[config.mk]
export PLATFORM = sky130hd
export DESIGN_NAME = mul_share_arbiter_flat
export DESIGN_NICKNAME = d
export VERILOG_FILES = /design/src/rtl/mul_share_pkg.sv /design/src/rtl/mul_share_arbiter_if.sv /design/src/rtl/mul_share_rr2.sv /design/src/rtl/mul_share_arbiter.sv /design/src/flat_wrapper.sv
export SDC_FILE = /design/constraint.sdc
export NUM_CORES = 1
export LEC_CHECK = 0
export ABC_AREA = 0
export BUFFER_PORTS_ARGS = -buffer_cell sky130_fd_sc_hd__buf_2
export CORE_MARGIN = 1
export CORE_UTILIZATION = 52
export CTS_BUF_LIST = sky130_fd_sc_hd__clkbuf_8
export DETAILED_ROUTE_END_ITERATION = 8
export PLACE_DENSITY = 0.76
export SLEW_MARGIN = 25
export SYNTH_ARGS = -nofsm -noshare
export SYNTH_HDL_FRONTEND = slang
export SYNTH_SLANG_ARGS = --single-unit
export TNS_END_PERCENT = 50
[constraint.sdc]
create_clock -name clk -period 3.8 [get_ports clk]
set_input_delay 0 -clock clk [delete_from_list [all_inputs] [get_ports clk]]
set_output_delay 0 -clock clk [all_outputs]
set_load 0.01 [all_outputs]
[src/rtl/mul_share_pkg.sv]
// Shared types and defaults for the two-requester shared multiplier.
//   state_t : controller state encoding
//   id_t    : requester identifier (0 or 1)
//   W_DEF / LAT_DEF : default operand width and multicycle settling budget
//   CNT_W   : width of the settling counter (covers LAT-1 for LAT up to 8)
package mul_share_pkg;

    localparam int unsigned W_DEF   = 4;
    localparam int unsigned LAT_DEF = 2;
    localparam int unsigned CNT_W   = 4;

    typedef enum logic [1:0] {
        IDLE = 2'd0,
        BUSY = 2'd1,
        RESP = 2'd2
    } state_t;

    typedef logic id_t;

endpackage

[src/rtl/mul_share_arbiter_if.sv]
// Handshake bundle between two operand sources, the arbiter and the product consumer.
//   req0_* / req1_* : valid/ready operand channels (a, b are W bits)
//   rsp_*           : valid/ready product channel (product is 2W bits, id selects owner)
//   slave  : arbiter view;  master : requester/consumer view
interface mul_share_arbiter_if
    import mul_share_pkg::*;
#(
    parameter int unsigned W = W_DEF
);

    logic           req0_valid;
    logic           req0_ready;
    logic [W-1:0]   req0_a;
    logic [W-1:0]   req0_b;
    logic           req1_valid;
    logic           req1_ready;
    logic [W-1:0]   req1_a;
    logic [W-1:0]   req1_b;
    logic           rsp_valid;
    logic           rsp_ready;
    id_t            rsp_id;
    logic [2*W-1:0] rsp_product;

    modport slave (
        input  req0_valid, req0_a, req0_b,
        input  req1_valid, req1_a, req1_b,
        input  rsp_ready,
        output req0_ready, req1_ready,
        output rsp_valid, rsp_id, rsp_product
    );

    modport master (
        output req0_valid, req0_a, req0_b,
        output req1_valid, req1_a, req1_b,
        output rsp_ready,
        input  req0_ready, req1_ready,
        input  rsp_valid, rsp_id, rsp_product
    );

endinterface

[src/rtl/mul_share_rr2.sv]
// Two-way round-robin grant (combinational).
//   valid0/valid1 : requests
//   last_grant    : requester granted most recently; loses a tie
//   enable        : grants only issued while enabled
//   grant0/grant1 : one-hot or zero grant
module mul_share_rr2
    import mul_share_pkg::*;
(
    input  logic valid0,
    input  logic valid1,
    input  id_t  last_grant,
    input  logic enable,
    output logic grant0,
    output logic grant1
);

    // A lone request always wins; on a tie the requester that did not win last time goes.
    always_comb begin
        grant0 = 1'b0;
        grant1 = 1'b0;
        if (enable) begin
            grant0 = valid0 && (!valid1 || (last_grant == 1'b1));
            grant1 = valid1 && (!valid0 || (last_grant == 1'b0));
        end
    end

endmodule

[src/rtl/mul_share_arbiter.sv]
// Shares one unsigned W x W multiplier between two valid/ready requesters.
// Round-robin grant in IDLE, operands captured on accept, product registered
// LAT cycles later and held with its requester id until the consumer takes it.
//   clk, rst_n : clock, synchronous active-low reset
//   bus        : operand and response handshakes (slave view)
//   busy       : high whenever the controller is not IDLE
// Optional (MUL_SHARE_ARBITER_STATS_EN): grant_cnt0/grant_cnt1, saturating
// 8-bit accept counters per requester.
// LAT must lie in 1..8.
module mul_share_arbiter
    import mul_share_pkg::*;
#(
    parameter int unsigned W   = W_DEF,
    parameter int unsigned LAT = LAT_DEF
)
(
    input  logic                    clk,
    input  logic                    rst_n,
    mul_share_arbiter_if.slave      bus,
    output logic                    busy
`ifdef MUL_SHARE_ARBITER_STATS_EN
    ,
    output logic [7:0]              grant_cnt0,
    output logic [7:0]              grant_cnt1
`endif
);

    localparam int unsigned PW = 2 * W;

    state_t           state;
    id_t              last_grant;
    id_t              id_q;
    logic [W-1:0]     a_q;
    logic [W-1:0]     b_q;
    logic [CNT_W-1:0] cnt;
    logic             grant0;
    logic             grant1;
    logic             acc0;
    logic             acc1;

    mul_share_rr2 u_rr (
        .valid0     (bus.req0_valid),
        .valid1     (bus.req1_valid),
        .last_grant (last_grant),
        .enable     (state == IDLE),
        .grant0     (grant0),
        .grant1     (grant1)
    );

    assign bus.req0_ready = grant0;
    assign bus.req1_ready = grant1;
    assign acc0           = bus.req0_valid && grant0;
    assign acc1           = bus.req1_valid && grant1;

    // Controller: capture on accept, count down the settling budget, hold response.
    always_ff @(posedge clk) begin
        if (!rst_n) begin
            state           <= IDLE;
            busy            <= 1'b0;
            last_grant      <= 1'b1;
            id_q            <= 1'b0;
            a_q             <= '0;
            b_q             <= '0;
            cnt             <= '0;
            bus.rsp_valid   <= 1'b0;
            bus.rsp_id      <= 1'b0;
            bus.rsp_product <= '0;
        end else begin
            unique case (state)
                IDLE: begin
                    if (acc0 || acc1) begin
                        a_q        <= acc1 ? bus.req1_a : bus.req0_a;
                        b_q        <= acc1 ? bus.req1_b : bus.req0_b;
                        id_q       <= acc1;
                        last_grant <= acc1;
                        cnt        <= CNT_W'(LAT - 1);
                        state      <= BUSY;
                        busy       <= 1'b1;
                    end
                end
                BUSY: begin
                    if (cnt == '0) begin
                        bus.rsp_product <= PW'(a_q) * PW'(b_q);
                        bus.rsp_id      <= id_q;
                        bus.rsp_valid   <= 1'b1;
                        state           <= RESP;
                    end else begin
                        cnt <= cnt - CNT_W'(1);
                    end
                end
                RESP: begin
                    if (bus.rsp_ready) begin
                        bus.rsp_valid <= 1'b0;
                        state         <= IDLE;
                        busy          <= 1'b0;
                    end
                end
                default: begin
                    state <= IDLE;
                    busy  <= 1'b0;
                end
            endcase
        end
    end

`ifdef MUL_SHARE_ARBITER_STATS_EN
    // Per-requester accept counters, saturating at 255.
    always_ff @(posedge clk) begin
        if (!rst_n) begin
            grant_cnt0 <= 8'd0;
            grant_cnt1 <= 8'd0;
        end else begin
            if (acc0 && (grant_cnt0 != 8'hFF)) grant_cnt0 <= grant_cnt0 + 8'd1;
            if (acc1 && (grant_cnt1 != 8'hFF)) grant_cnt1 <= grant_cnt1 + 8'd1;
        end
    end
`endif

endmodule

[src/flat_wrapper.sv]
// flat-port wrapper written by rule: the top's interface ports become plain ports
module mul_share_arbiter_flat import mul_share_pkg::*;
#(
    parameter int unsigned W   = W_DEF,
    parameter int unsigned LAT = LAT_DEF
)
  (clk, rst_n, busy, bus_req0_valid, bus_req0_a, bus_req0_b, bus_req1_valid, bus_req1_a, bus_req1_b, bus_rsp_ready, bus_req0_ready, bus_req1_ready, bus_rsp_valid, bus_rsp_id, bus_rsp_product);
  mul_share_arbiter_if #(.W(W)) bus_i ();
  input  logic clk;
  input  logic rst_n;
  output logic busy;
  input wire logic [$bits(bus_i.req0_valid)-1:0] bus_req0_valid;
  input wire logic [$bits(bus_i.req0_a)-1:0] bus_req0_a;
  input wire logic [$bits(bus_i.req0_b)-1:0] bus_req0_b;
  input wire logic [$bits(bus_i.req1_valid)-1:0] bus_req1_valid;
  input wire logic [$bits(bus_i.req1_a)-1:0] bus_req1_a;
  input wire logic [$bits(bus_i.req1_b)-1:0] bus_req1_b;
  input wire logic [$bits(bus_i.rsp_ready)-1:0] bus_rsp_ready;
  output wire logic [$bits(bus_i.req0_ready)-1:0] bus_req0_ready;
  output wire logic [$bits(bus_i.req1_ready)-1:0] bus_req1_ready;
  output wire logic [$bits(bus_i.rsp_valid)-1:0] bus_rsp_valid;
  output wire logic [$bits(bus_i.rsp_id)-1:0] bus_rsp_id;
  output wire logic [$bits(bus_i.rsp_product)-1:0] bus_rsp_product;
  assign bus_i.req0_valid = bus_req0_valid;
  assign bus_i.req0_a = bus_req0_a;
  assign bus_i.req0_b = bus_req0_b;
  assign bus_i.req1_valid = bus_req1_valid;
  assign bus_i.req1_a = bus_req1_a;
  assign bus_i.req1_b = bus_req1_b;
  assign bus_i.rsp_ready = bus_rsp_ready;
  assign bus_req0_ready = bus_i.req0_ready;
  assign bus_req1_ready = bus_i.req1_ready;
  assign bus_rsp_valid = bus_i.rsp_valid;
  assign bus_rsp_id = bus_i.rsp_id;
  assign bus_rsp_product = bus_i.rsp_product;
  mul_share_arbiter #(.W(W), .LAT(LAT)) u_core (.clk(clk), .rst_n(rst_n), .bus(bus_i), .busy(busy));
endmodule
==> impl_metrics.csv <==
group,metric,value,unit
timing,worst_pin_slew,0.621,ns
logic_synthesis,synth_area_leaders,"dfxtp_1 34%, ha_1 11%, a21oi_1 6.3%, fa_1 5.0%, mux2i_1 5.0%",
logic_synthesis,syn_inst,185,
route,dr_total_vias,1425,
timing,whs,-0.00557,ns
global_route,grt_pass1_wl,5910,um
clock_tree,clk_path_buf_depth,2,
floorplanning,io_pins,34,
flow_run,cap_violations,0,
logic_synthesis,synth_area_per_cell,8.66,um^2
cells_and_area,fin_cells,248,
cells_and_area,layout_commonest_cell,"buf_2",
logic_synthesis,ys_ff_latch,27,
floorplanning,rows,19,
place,placedCellCount,242,
cells_and_area,seqCellArea,541,um^2
cells_and_area,n_antenna_cell,0,
cells_and_area,layout_common_cells,"33 x buf_2, 27 x dfxtp_1, 20 x nand2_1, 20 x a21oi_1, 15 x o21ai_0",
logic_synthesis,synth_cell_types,40,
place,io_buffers,33,
logic_synthesis,synth_top_cell_by_area,"dfxtp_1",
cells_and_area,drive_gt1_share,18.9,%
clock_tree,cts_sinks,27,
cells_and_area,multiInputGateArea,962,um^2
clock_tree,numCtsBuffers,3,
global_route,grt_pass1_vias,1400,
route,avgViaCountPerCell,5.75,
place,gp_routability_congestion,0.775,
critical_path,path_class,"reg -> reg",
floorplanning,start_util,56.6,%
cells_and_area,area_growth,13.4,%
critical_path,worst_setup_path_start_kind,"register",
power,powerDensity,405,nW/um^2
run_status,status,"complete, but fails checks",
power,irDropWorstVdd,0.000221,V
route,wl_per_cell,13.8,um
timing,tns,0,ns
clock_tree,clock-root-buffer,"clkbuf_8",
global_route,grt_max_degree,21,
min_path,hp-class,"in -> reg",
timing,slew_headroom,58.5,%
logic_synthesis,synth-edff-count,0,
clock_tree,post_cts_resized,0,
critical_path,crit_fanout,5,
run_status,violations,"DRC, hold timing",
route,first_pass_iters,6,
critical_path,crit_required,4.03,ns
power,total_power,735,uW
timing,rsz0062_at_grt,"no",
route,drt-total-wl,3430,um
cells_and_area,finalNetCount,257,
place,hpwl,2520,um
floorplanning,die_h,57.5,um
cells_and_area,fill_cells,236,
clock_tree,clk_pin_slew,0.09,ns
critical_path,cp-end-kind,"register",
logic_synthesis,syn_area,1600,um^2
timing,finalClockSkew,0.00266,ns
global_route,grt_antenna_before_repair,0,
floorplanning,die_w,57.5,um
timing,setup_violations,0,
logic_synthesis,yosysSeqAreaShare,33.8,%
timing,timing.fmax,320,MHz
clock_tree,worstSkewPairLatency,0.28,ns
floorplanning,die_area,3310,um^2
logic_synthesis,yosys_warnings,0,
timing,finalMaxSlewViolations,0,
route,dr.first_iter.drc_count,60,
clock_tree,ctsHtreeMaxLevel,1,
route,ant_nets,0,
logic_synthesis,synthFlopType,"dfxtp_1",
global_route,grt-ovfl-total,0,
place,placed_area,1750,um^2
timing,min_period_over_period,82.4,%
logic_synthesis,async_flop_share,0,%
route,drcViolationCount,1,
logic_synthesis,synth_top_area_share,33.8,%
clock_tree,cts_tree,"yes",
power,leakagePower,0.000887,uW
timing,period_minus_slack,3.13,ns
critical_path,worst-endpoint-arrival,3.36,ns
global_route,grt_usage,22.9,%
logic_synthesis,syn_nets,224,
cells_and_area,design_area,1820,um^2
floorplanning,core_area,2830,um^2
timing,hold_viol_final,1,
## per-stage QoR
step           hold WS (ns)  setup WS (ns)  util (%)
2_1_floorplan         0.178          0.981         -
4_1_cts             0.00281          0.707      64.2
6_report           -0.00557          0.670      64.2
3_5_place_dp          0.288          0.746      61.9
3_3_place_gp          0.282          0.905      61.9
5_1_grt              0.0117          0.480      64.2
## report_power, final
part           switching (uW)  internal, uW
combinational             125          91.4
clock                    94.1          72.7
sequential               33.1           319
## worst max-delay path: stages (launching register included)
cell and delay [ns]:
dfxtp_1 0.41, nand2_1 0.11, fa_1 0.55, inv_1 0.06, fa_1 0.56, inv_1 0.07, fa_1 0.46, nor2b_1 0.12
o21ai_0 0.10, a2111oi_0 0.47, a311o_1 0.17
## registers in the layout, summed over array words and instances, names as in the netlist
name and count:
u_core.bus.rsp_product 8, u_core.a_q 4, u_core.b_q 4, u_core.cnt 4
u_core.state 2, u_core.bus.rsp_id 1, u_core.bus.rsp_valid 1, u_core.busy 1
u_core.id_q 1, u_core.last_grant 1
## cells by family (layout without fill, tap and decap cells)
kind of cell | Yosys count | in the layout | synth area share (%)
AOI/OAI and AO/OA | 46 | 46 | 16.3
and+or+nand+nor | 66 | 66 | 22.3
buffers and inverters | 19 | 51 | 6.17
DFF | 27 | 27 | 33.8
muxes | 8 | 8 | 5.00
adders and majority gates | 18 | 18 | 15.9
xor gates and xnor gates | 1 | 1 | 0.547
## Yosys cell counts, types with 2 or more instances
library cell and number:
nand2_1 20, nand4_1 2, a211oi_1 2, o21ai_0 15, and3_1 3, or3_1 2
nor2_1 5, ha_1 14, fa_1 4, buf_2 2, nand2b_1 2, a31oi_1 2
dfxtp_1 27, inv_1 12, and2_1 12, a21oi_1 20, buf_6 2, nor2b_1 3
clkbuf_1 2, mux2i_1 8, nand3_1 7
## metal layers
layer | vias up | GRT usage, % | part of all wire (%)
li1 | 712 | - | -
met1 | 670 | 28.1 | 46
met2 | 34 | 39.2 | 48
met3 | 9 | 4.54 | 3.9
met4 | 0 | 9.41 | 2.3
met5 | - | 0 | 0
## final timing paths
check,start,end,slack (ns),cells past startpoint
worst max-delay path,u_core.b_q[3],u_core.bus.rsp_product[6],0.67,10
worst min-delay path,bus_req1_b[0],u_core.b_q[0],-0.006,3
worst max register to register,u_core.b_q[3],u_core.bus.rsp_product[6],0.67,10
worst min register to register,u_core.bus.rsp_product[4],u_core.bus.rsp_product[4],0.45,2
## final cells by class
| class | count | area share [%] |
|---|---|---|
| multi-input combinational | 139 | 53.0 |
| sequential | 27 | 29.8 |
| timing repair buffer | 35 | 10.2 |
| inverter | 12 | 2.48 |
| clock buffer | 3 | 2.27 |
| tap | 31 | 2.13 |
| clock inverter | 1 | 0.207 |
## timing repair
item | CTS | global route
endpoints found under the hold margin | 2 | 0
setup buffers | 0 | 0
hold buffers | 2 | 0
No activity file was read; power rests on OpenSTA's default activity.
